File: src/rtl/wfg_drive_spi_core.sv
// SPI master shift engine: serialises 8/16/24/32-bit samples onto SCLK/SDO/CS.
// Latency: CS active 1 cycle after acceptance; word occupies 3H+2NH cycles (2H+2NH with held CS).
// Backpressure: tready only in IDLE with CTRL.EN set; a word in flight blocks further samples.
module wfg_drive_spi_core (
    input  logic        clk,
    input  logic        rst_n,
    input  logic        ctrl_en_q_i,
    input  logic        cfg_cpol_q_i,
    input  logic        cfg_cpha_q_i,
    input  logic        cfg_lsbfirst_q_i,
    input  logic [1:0]  cfg_dff_q_i,
    input  logic        cfg_sspol_q_i,
    input  logic        cfg_ssctrl_q_i,
    input  logic [7:0]  clkcfg_div_q_i,
    input  logic [31:0] wfg_axis_tdata_i,
    input  logic        wfg_axis_tvalid_i,
    output logic        wfg_axis_tready_o,
    output logic        wfg_drive_spi_sclk_o,
    output logic        wfg_drive_spi_cs_o,
    output logic        wfg_drive_spi_sdo_o,
    output logic        busy_o
);

    typedef enum logic [2:0] {
        ST_IDLE,
        ST_LEAD,
        ST_SHIFT,
        ST_TRAIL,
        ST_GAP
    } state_t;

    state_t      state_q;
    logic [7:0]  cnt_q;        // cycles left in the current half-period, minus one
    logic [7:0]  div_q;        // divider latched at acceptance
    logic [5:0]  hp_q;         // half-period index within SHIFT, 0..2N-1
    logic [31:0] shreg_q;      // word aligned so the next bit sits at bit 31 (MSB) or bit 0 (LSB)
    logic        cpha_q;
    logic        lsb_q;
    logic        cpol_q;
    logic        sspol_q;
    logic        ssctrl_q;
    logic [1:0]  dff_q;
    logic        hold_q;       // CS kept active in IDLE after a held-CS word
    logic        rst_blk_q;    // suppresses tready in the cycle right after reset
    logic        sclk_q;
    logic        cs_q;
    logic        sdo_q;
    logic        busy_q;

    logic        accept;
    logic [4:0]  align_sh;
    logic [31:0] aligned;
    logic        first_bit;
    logic [31:0] shreg_nxt;
    logic        nxt_bit;
    logic [5:0]  hp_last;
    logic        advance;
    logic        cnt_done;

    // Handshake, word alignment and SDO advance decisions
    always_comb begin
        wfg_axis_tready_o = (state_q == ST_IDLE) && ctrl_en_q_i && !rst_blk_q;
        accept            = wfg_axis_tready_o && wfg_axis_tvalid_i;
        // MSB-first words are left-justified so bit 31 is always the next bit out
        align_sh          = {~cfg_dff_q_i, 3'b000};
        aligned           = cfg_lsbfirst_q_i ? wfg_axis_tdata_i : (wfg_axis_tdata_i << align_sh);
        first_bit         = cfg_lsbfirst_q_i ? wfg_axis_tdata_i[0] : aligned[31];
        shreg_nxt         = lsb_q ? (shreg_q >> 1) : (shreg_q << 1);
        nxt_bit           = lsb_q ? shreg_nxt[0] : shreg_nxt[31];
        hp_last           = {dff_q, 4'b1111};
        cnt_done          = (cnt_q == 8'd0);
        // hp_q is the edge number minus one: CPHA=0 advances after even edges
        // 2..2N-2, CPHA=1 after odd edges 3..2N-1
        if (cpha_q) begin
            advance = !hp_q[0] && (hp_q != 6'd0);
        end else begin
            advance = hp_q[0] && (hp_q != hp_last);
        end
    end

    // Main FSM with registered SPI outputs; dropping EN behaves like reset
    always_ff @(posedge clk) begin
        if (!rst_n || !ctrl_en_q_i) begin
            state_q   <= ST_IDLE;
            cnt_q     <= 8'd0;
            div_q     <= 8'd0;
            hp_q      <= 6'd0;
            shreg_q   <= 32'd0;
            cpha_q    <= 1'b0;
            lsb_q     <= 1'b0;
            cpol_q    <= 1'b0;
            sspol_q   <= 1'b0;
            ssctrl_q  <= 1'b0;
            dff_q     <= 2'd0;
            hold_q    <= 1'b0;
            rst_blk_q <= !rst_n;
            sclk_q    <= cfg_cpol_q_i;
            cs_q      <= !cfg_sspol_q_i;
            sdo_q     <= 1'b0;
            busy_q    <= 1'b0;
        end else begin
            rst_blk_q <= 1'b0;
            case (state_q)
                ST_IDLE: begin
                    if (accept) begin
                        state_q  <= ST_LEAD;
                        busy_q   <= 1'b1;
                        cnt_q    <= clkcfg_div_q_i;
                        div_q    <= clkcfg_div_q_i;
                        cpha_q   <= cfg_cpha_q_i;
                        lsb_q    <= cfg_lsbfirst_q_i;
                        cpol_q   <= cfg_cpol_q_i;
                        sspol_q  <= cfg_sspol_q_i;
                        ssctrl_q <= cfg_ssctrl_q_i;
                        dff_q    <= cfg_dff_q_i;
                        shreg_q  <= aligned;
                        sclk_q   <= cfg_cpol_q_i;
                        cs_q     <= cfg_sspol_q_i;
                        sdo_q    <= first_bit;
                    end else begin
                        // cpol/sspol are followed live while idle
                        sclk_q <= cfg_cpol_q_i;
                        cs_q   <= hold_q ? cfg_sspol_q_i : !cfg_sspol_q_i;
                        sdo_q  <= 1'b0;
                    end
                end
                ST_LEAD: begin
                    if (cnt_done) begin
                        state_q <= ST_SHIFT;
                        cnt_q   <= div_q;
                        hp_q    <= 6'd0;
                    end else begin
                        cnt_q <= cnt_q - 8'd1;
                    end
                end
                ST_SHIFT: begin
                    if (cnt_done) begin
                        cnt_q  <= div_q;
                        // the final edge always returns SCLK to its idle level
                        sclk_q <= (hp_q == hp_last) ? cpol_q : !sclk_q;
                        if (advance) begin
                            shreg_q <= shreg_nxt;
                            sdo_q   <= nxt_bit;
                        end
                        if (hp_q == hp_last) begin
                            state_q <= ST_TRAIL;
                        end else begin
                            hp_q <= hp_q + 6'd1;
                        end
                    end else begin
                        cnt_q <= cnt_q - 8'd1;
                    end
                end
                ST_TRAIL: begin
                    if (cnt_done) begin
                        cnt_q  <= div_q;
                        hold_q <= ssctrl_q;
                        sdo_q  <= 1'b0;
                        if (ssctrl_q) begin
                            state_q <= ST_IDLE;
                            busy_q  <= 1'b0;
                        end else begin
                            state_q <= ST_GAP;
                            cs_q    <= !sspol_q;
                        end
                    end else begin
                        cnt_q <= cnt_q - 8'd1;
                    end
                end
                ST_GAP: begin
                    if (cnt_done) begin
                        state_q <= ST_IDLE;
                        busy_q  <= 1'b0;
                    end else begin
                        cnt_q <= cnt_q - 8'd1;
                    end
                end
                default: begin
                    state_q <= ST_IDLE;
                    busy_q  <= 1'b0;
                end
            endcase
        end
    end

    assign wfg_drive_spi_sclk_o = sclk_q;
    assign wfg_drive_spi_cs_o   = cs_q;
    assign wfg_drive_spi_sdo_o  = sdo_q;
    assign busy_o               = busy_q;

endmodule
File: config.mk
export PLATFORM = sky130hd
export DESIGN_NAME = wfg_drive_spi_core
export DESIGN_NICKNAME = d
export VERILOG_FILES = /design/src/rtl/wfg_drive_spi_core.sv
export SDC_FILE = /design/constraint.sdc
export NUM_CORES = 1
export LEC_CHECK = 0
export CAP_MARGIN = 0
export CORE_MARGIN = 4
export CORE_UTILIZATION = 40
export DETAILED_ROUTE_END_ITERATION = 6
export DONT_BUFFER_PORTS = 1
export SETUP_SLACK_MARGIN = 0.5
export SKIP_CTS_REPAIR_TIMING = 1
export SLEW_MARGIN = 30
export SYNTH_ARGS = -nofsm -noshare
export SYNTH_HDL_FRONTEND = slang
export SYNTH_SLANG_ARGS = --single-unit
File: constraint.sdc
create_clock -name clk -period 5.55 [get_ports clk]
set_input_delay 0.555 -clock clk [delete_from_list [all_inputs] [get_ports clk]]
set_output_delay 0.555 -clock clk [all_outputs]
set_load 0.02 [all_outputs]
Word level (Yosys, flattened, before mapping)
Index checks and enable logic that the tools add are counted.

storage, ports and cells
  register bits after elaboration = 70
  input port bits = 51
  output and inout bits = 5

operators by class
  $add $sub $neg = 2
  eq/ne operators = 19
  shift-type cells = 1
  mux-type cells = 44
  bitwise operators = 2
  reduce and logical (&&, ||, !) cells = 34

operator list
  kind                 number
  $mux 32              5
  $pmux 32 s2          1
  $shl 32x5->32        1
  $mux 8               3
  $pmux 8 s3           1
  $mux 3               7
  $ne 2x2->1 const B   10
  $mux 1               18
  $mux 6               3
  $pmux 3 s5           1
  $pmux 6 s2           1
  $reduce_and 4->1     3
  $reduce_bool 3->1    4
  $ne 3x3->1 const B   3
  $logic_not 8->1      1
  $sub 8x1->8 const B  1
  $logic_not 1->1      7
  $add 6x1->6 const B  1
  $eq 3x2->1 const B   2
  $eq 6x6->1           1
  $ne 6x6->1           1
  $reduce_and 2->1     3
  $reduce_and 3->1     2
  $reduce_and 6->1     1
  other kinds (15)     21

Depth between registers and ports, before layout
Gate-level depths: netlist of run 1.

  depth after elaboration = 7
  mapped depth = 9

Worst setup path before layout of run 1
Ideal clock, no wire load.

  path type = reg-to-reg
  start = register hp_q[0]
  end = register shreg_q[23]
  arrival time = 2024 ps
  slack = 3405 ps
  cell stages (with the launch flop) = 8
  path buffers = 0
  period minus slack after synthesis = 2145 ps
  path through = dfxtp_1 -> inv_1 -> ha_1 -> or4b_2 -> nor3b_1 -> nor4_2 -> nor2_2 -> mux2_2

between the ends
  word-level cells in the longest chain between the ends = 5
  elaborated cells on any way between the ends = 8
  those cells by class = 2 x eq/ne; 1 x mux; 5 x reduce/logical

RTL lines
  element                                      line    source
  start, declared                              35      logic [5:0] hp_q;
  start signal, assigned                       148     hp_q <= hp_q + 6'd1;
  $ne 6x6->1, or another cell as far along     77      advance = hp_q[0] && (hp_q != hp_last);
  $logic_and 1x1->1, on equally long branches  77, 75
  $mux 1 (*)                                   74      if (cpha_q) begin
  $ne 2x2->1 (no line) (*)                     -
  $reduce_and 4->1 (no line) (*)               -
  end signal, assigned                         116     shreg_q <= aligned;
  end signal, assigned                         142     shreg_q <= shreg_nxt;
  end, declared                                36      logic [31:0] shreg_q;

Mark *: on every way between the ends. The rest lies on a longest branch, timed or not.
A chain may end at the register's enable or synchronous reset.

Worst setup path after layout of run 1
  start = register cnt_q[0]
  end = register shreg_q[23]

between the ends
  word-level cells in the longest chain between the ends = 3

RTL lines
  element                     line  source
  start, declared             33    logic [7:0] cnt_q;
  start signal, assigned      108   cnt_q <= clkcfg_div_q_i;
  start signal, assigned      130   cnt_q <= div_q;
  start signal, assigned      133   cnt_q <= cnt_q - 8'd1;
  $logic_not 8->1             71    cnt_done = (cnt_q == 8'd0);
  $ne 2x2->1 (no line)        -
  $reduce_and 4->1 (no line)  -

Every way passes these cells.

==> results.py, run 1 <==
metrics = {
    "power": {
        "ir_worst_vdd_mv": 0.2432,
        "p_total_mw": 1.300,
        "p_leak_nw": 1.524,
        "powerDensity_mw_per_mm2": 263.6,
    },
    "sta": {
        "slew_headroom_pct": 33.61,
        "hold_violations": 0,
        "setup-violations-final": 0,
        "clock.fmax_mhz": 317.9,
        "fin_crit_sh_pct": 56.69,
        "worst_pin_slew_ns": 0.9948,
        "tns_ns": 0,
        "period_needed_ns": 3.146,
        "finClkSkew_ns": 0.006044,
        "maxSlewViolCount": 0,
        "rsz0062_at_grt": "no",
    },
    "clock_tree": {
        "cts_sinks": 70,
        "clk_latency_ns": 0.34,
        "root_buffer": "clkbuf_16",
        "tritoncts": "done",
        "clk_pin_slew_ns": 0.06,
        "cts_buffers": 9,
        "cts_buffer_depth": 2,
        "htree_levels": 3,
    },
    "critical_path": {
        "max_stage_delay_ns": 0.94,
        "cpLargestDelayFamily": "simple AND/OR/NAND/NOR gates",
        "arrival_ns": 3.37,
        "path_class": "reg -> reg",
        "rrSetupSlack_ns": 2.40,
        "end_kind": "flop",
        "crit_start": "cnt_q[0]",
        "cp_num_cells": 7,
        "critical_path_buf_inv_count": 1,
        "cp_max_fo": 22,
        "crit_path_top_delay_cell": "nor4_2",
        "setup.worst_path.end": "shreg_q[23]",
        "rr_worst_depth": 7,
        "cp.required_ns": 5.78,
        "timing.rr.start": "cnt_q[0]",
        "startpoint_type": "flop",
        "regToRegEndpoint": "shreg_q[23]",
        "path_cells": "inv_1 > ha_1 > nor4b_4 > nand2_2 > nor4_2 > nor2_2 > mux2_2",
    },
    "global_route": {
        "grt_pass1_vias": 4288,
        "antenna_found_initial": 0,
        "grt_usage_pct": 21.04,
        "grt_pass1_wl_um": 22270,
        "grt_overflow_total": 0,
        "grt_max_degree": 55,
    },
    "job": {
        "max_cap_violations": 0,
    },
    "route": {
        "final_antenna_net_count": 0,
        "route.detailed.drc": 0,
        "drt_iter0_markers": 384,
        "routed_wl_um": 13910,
        "dr_total_vias": 4533,
        "viasPerCell": 6.627,
        "avgRoutedWirePerCell_um": 20.33,
        "firstDrtPassIters": 5,
    },
    "floorplanning": {
        "core_area_mm2": 0.01103,
        "dieHeight_um": 115.3,
        "ioPinCount": 56,
        "die_w_um": 115.3,
        "rows": 38,
        "initial_core_util_pct": 41.75,
        "dieArea_mm2": 0.01330,
    },
    "worst_hold_path": {
        "hold_class": "in -> reg",
    },
    "placed_design": {
        "portBuffers": 0,
        "dp_hpwl_um": 9200,
        "dp.cells": 668,
        "place_congestion": 0.8734,
        "postPlaceCellArea_mm2": 0.004593,
    },
    "layout": {
        "area_delta_synth_final_pct": 7.063,
        "diodes": 0,
        "stdcell_count": 684,
        "layout.nets": 594,
        "stdcell_area_mm2": 0.004931,
        "drive_gt1_share_pct": 8.272,
    },
    "logic_synthesis": {
        "syn_inst": 581,
        "ys_ff_latch": 70,
        "syn_nets": 636,
        "synthArstFlopShare_pct": 0,
        "synth_ff_type": "dfxtp_1",
        "synth_edf_count": 2,
        "syn_avg_cell_area_um2": 7.927,
        "yosysSeqAreaShare_pct": 30.86,
        "synth-warning-count": 0,
        "netlist_area_mm2": 0.004606,
        "synth_cell_types": 66,
    },
    "outcome": {
        "status": "completed",
    },
}
-- power breakdown --
group	internal [mW]	switching [mW]	total [mW]
Combinational	0.0591	0.0897	0.149
Sequential	0.513	0.0117	0.525
Clock	0.404	0.222	0.626
Total	0.976	0.323	1.30
-- worst register-to-register path: stages, from the launching register on --
cell,delay (ns)
dfxtp_1,0.35
inv_1,0.10
ha_1,0.17
nor4b_4,0.32
nand2_2,0.35
nor4_2,0.94
nor2_2,0.42
mux2_2,0.39
-- metal layers --
layer / global-route usage (%) / routed length, µm / up-vias
met5: 0 / 0 / -
li1: - / - / 2150
met2: 33.80 / 6500 / 193
met1: 26.30 / 5852 / 2162
met3: 7.947 / 1244 / 28
met4: 6.260 / 311 / 0
-- cells in the final DEF (no fill, tap or decap), types with 10 or more instances in the layout --
cell / n
nor3_1: 21
nor2b_1: 10
a21oi_1: 47
o21ai_1: 20
a221oi_1: 18
nor2_1: 22
dfxtp_1: 66
nand4_1: 22
and2_1: 10
o21ai_0: 17
nand2_1: 64
nand3_1: 11
mux2i_1: 34
a211oi_1: 10
-- cells in the mapped netlist, types with 10 or more instances --
| library cell | count | share of area, % |
|---|---|---|
| a21oi_1 | 47 | 5.1 |
| and2_1 | 10 | 1.4 |
| o21ai_1 | 20 | 2.2 |
| nand2_1 | 65 | 5.3 |
| nand4_1 | 22 | 3.0 |
| nand3_1 | 11 | 1.2 |
| mux2i_1 | 34 | 7.4 |
| a211oi_1 | 10 | 1.6 |
| nor2_1 | 25 | 2.0 |
| nor2b_1 | 10 | 1.4 |
| clkbuf_1 | 43 | 3.5 |
| o21ai_0 | 17 | 1.8 |
| dfxtp_1 | 68 | 30 |
| a221oi_1 | 18 | 3.4 |
| nor3_1 | 21 | 2.3 |
-- state kept, by name, summed over array words and instances (netlist names), 2 cells and up --
| name | cells |
|---|---|
| dff_q | 2 |
| state_q | 3 |
| hp_q | 6 |
| shreg_q | 32 |
| div_q | 8 |
| cnt_q | 8 |
-- kinds of logic after synthesis --
| group | after synthesis | synth area share, % |
|---|---|---|
| AND/OR/NAND/NOR | 203 | 23.17 |
| AO/OA/AOI/OAI | 197 | 29.97 |
| flip-flops | 70 | 30.86 |
| buffers and inverters | 65 | 5.650 |
| multiplexers | 36 | 8.123 |
| XOR/XNOR | 6 | 1.141 |
| adder cells (fa/ha/maj) | 4 | 1.087 |
-- stage by stage --
| step | utilization [%] | hold WS [ns] | worst slack [ns] |
|---|---|---|---|
| 4_1_cts | 44.58 | 0.2657 | 2.375 |
| 3_5_place_dp | 41.64 | 0.4538 | 2.360 |
| 5_1_grt | 44.70 | 0.2670 | 2.219 |
| 2_1_floorplan | - | 0.4364 | 3.405 |
| 6_report | 44.70 | 0.2761 | 2.404 |
| 3_3_place_gp | 41.64 | 0.4449 | 2.440 |
-- cell type report --
cell class	count	area, µm²
fill	1097	6100
multi-input combinational	446	2945
sequential	70	1426
clock buffer	10	239.0
tap	140	175.2
clock inverter	6	85.08
timing repair buffer	4	30.03
inverter	8	30.03
-- how the worst min path moves through the flow --
stage | start | endpoint | cells past startpoint
after global placement | cpol_q | cpol_q | 2
after detailed placement | div_q[7] | div_q[7] | 2
after CTS | rst_n | rst_blk_q | 1
final | rst_n | rst_blk_q | 1
after floorplan | div_q[7] | div_q[7] | 2
after global routing | rst_n | rst_blk_q | 1
(Power assumes the default switching activity.)
==> run 2: changes to the inputs <==
- clock period: 5.55 -> 2.7 ns (I/O delays scaled with it)
==> results.py, run 2 (same netlist as run 1, synthesis figures left out) <==
metrics = {
    "outcome": {
        "status": "completed",
    },
    "layout": {
        "largest-register": "shreg_q",
        "diodes": 0,
        "area_delta_synth_final_pct": 12.93,
        "top_regs": "shreg_q (32), cnt_q (8), div_q (8)",
        "layout.nets": 619,
        "stdcell_area_mm2": 0.005201,
        "stdcell_count": 709,
        "drive_gt1_share_pct": 14.24,
        "largest_register_ffs": 32,
        "final_cell_mix": "nand2_1, dfxtp_1, a21oi_1",
    },
    "sta": {
        "worst_pin_slew_ns": 0.9339,
        "tns_ns": 0,
        "clock.fmax_mhz": 457.9,
        "rsz0062_at_grt": "yes",
        "maxSlewViolCount": 0,
        "setup-violations-final": 0,
        "slew_headroom_pct": 37.52,
        "fin_crit_sh_pct": 80.89,
        "hold_violations": 0,
        "finClkSkew_ns": 0.006340,
        "period_needed_ns": 2.184,
    },
    "clock_tree": {
        "cts_buffers": 9,
        "cts_sinks": 70,
        "clk_pin_slew_ns": 0.06,
        "root_buffer": "clkbuf_16",
        "cts_buffer_depth": 2,
        "tritoncts": "done",
        "htree_levels": 3,
        "clk_latency_ns": 0.34,
    },
    "critical_path": {
        "crit_path_top_delay_cell": "or4_4",
        "max_stage_delay_ns": 0.64,
        "arrival_ns": 2.43,
        "timing.rr.start": "cnt_q[0]",
        "startpoint_type": "flop",
        "path_class": "reg -> reg",
        "end_kind": "flop",
        "cp_max_fo": 7,
        "rrSetupSlack_ns": 0.52,
        "cpLargestDelayFamily": "simple AND/OR/NAND/NOR gates",
        "critical_path_buf_inv_count": 1,
        "cp.required_ns": 2.94,
        "path_cells": "inv_2 > ha_1 > nor4b_4 > nand2_2 > or4_4 > a221o_1 > a21oi_1",
        "regToRegEndpoint": "shreg_q[15]",
        "crit_start": "cnt_q[0]",
        "rr_worst_depth": 7,
    },
    "job": {
        "max_cap_violations": 0,
    },
    "floorplanning": {
        "dieArea_mm2": 0.01330,
        "dieHeight_um": 115.3,
        "ioPinCount": 56,
        "die_w_um": 115.3,
        "initial_core_util_pct": 41.75,
        "core_area_mm2": 0.01103,
        "rows": 38,
    },
    "placed_design": {
        "postPlaceCellArea_mm2": 0.004748,
        "dp_hpwl_um": 9645,
        "place_congestion": 0.8832,
        "portBuffers": 0,
        "dp.cells": 687,
    },
    "route": {
        "firstDrtPassIters": 5,
        "avgRoutedWirePerCell_um": 20.39,
        "drt_iter0_markers": 296,
        "final_antenna_net_count": 0,
        "viasPerCell": 6.506,
        "dr_total_vias": 4613,
        "route.detailed.drc": 0,
        "routed_wl_um": 14450,
    },
    "global_route": {
        "antenna_found_initial": 0,
        "grt_pass1_vias": 4332,
        "grt_overflow_total": 0,
        "grt_max_degree": 44,
        "grt_usage_pct": 21.35,
        "grt_pass1_wl_um": 22550,
    },
    "power": {
        "p_total_mw": 2.503,
        "p_leak_nw": 1.660,
        "powerDensity_mw_per_mm2": 481.2,
        "ir_worst_vdd_mv": 0.3479,
    },
    "worst_hold_path": {
        "hold_class": "in -> reg",
        "hold-path-cell-count": 2,
        "min_to": "div_q[5]",
        "min-delay-start": "clkcfg_div_q_i[5]",
    },
}
-- run 2: changes by cell type in the layout (fill, tap and decap cells not counted), moves of 2 or more --
cell	previous run	this run
a211oi_1	10	3
a211oi_2	0	7
buf_12	0	2
buf_4	4	23
buf_6	0	2
bufinv_16	2	0
clkbuf_1	0	2
dfxtp_1	66	64
dfxtp_2	1	3
-- run 2: area by class of cell --
| class | instances | area (µm²) |
|---|---|---|
| clock buffers | 12 | 246.5 |
| clock inverters | 4 | 22.52 |
| fillers | 1092 | 5829 |
| inverters | 8 | 30.03 |
| multi-input cells | 446 | 3028 |
| flip-flops and latches | 70 | 1429 |
| well taps | 140 | 175.2 |
| repair buffers | 29 | 270.3 |
-- run 2: power by group --
part / total [mW] / internal [mW] / switching, mW
clock: 1.09 / 0.642 / 0.445
sequential: 1.08 / 1.06 / 0.0216
combinational: 0.339 / 0.140 / 0.199
total: 2.50 / 1.84 / 0.665
-- run 2: through the flow --
step | setup slack (ns) | hold WS, ns | util (%)
floorplan | 0.5550 | 0.3265 | -
global route | 0.4367 | 0.06376 | 47.15
CTS | 0.2616 | -0.01831 | 45.49
global placement | 0.3697 | 0.3320 | 43.05
detailed placement | 0.2983 | 0.3313 | 43.05
finish | 0.5160 | 0.06576 | 47.15
-- run 2: worst max path at each step --
stage | endpoint | slack, ns | cells past startpoint
2_1_floorplan | shreg_q[23] | 0.55 | 7
3_3_place_gp | shreg_q[15] | 0.37 | 8
3_5_place_dp | shreg_q[15] | 0.30 | 8
4_1_cts | shreg_q[15] | 0.26 | 8
5_1_grt | shreg_q[15] | 0.44 | 7
6_report | shreg_q[15] | 0.52 | 7
-- run 2: layer usage --
metal	global-route usage (%)	part of all wire [%]
met1	27.11	42
met2	33.80	46
met3	7.632	9.3
met4	7.042	2.6
met5	0	0
-- run 2: worst register-to-register path: cells and delay by family, from the launching register on --
| family | cells | cell delay (ns) |
|---|---|---|
| AOI/OAI and AO/OA | 2 | 0.48 |
| adders and majority gates | 1 | 0.16 |
| buffers and inverters | 1 | 0.06 |
| DFF | 1 | 0.36 |
| and+or+nand+nor | 3 | 1.04 |
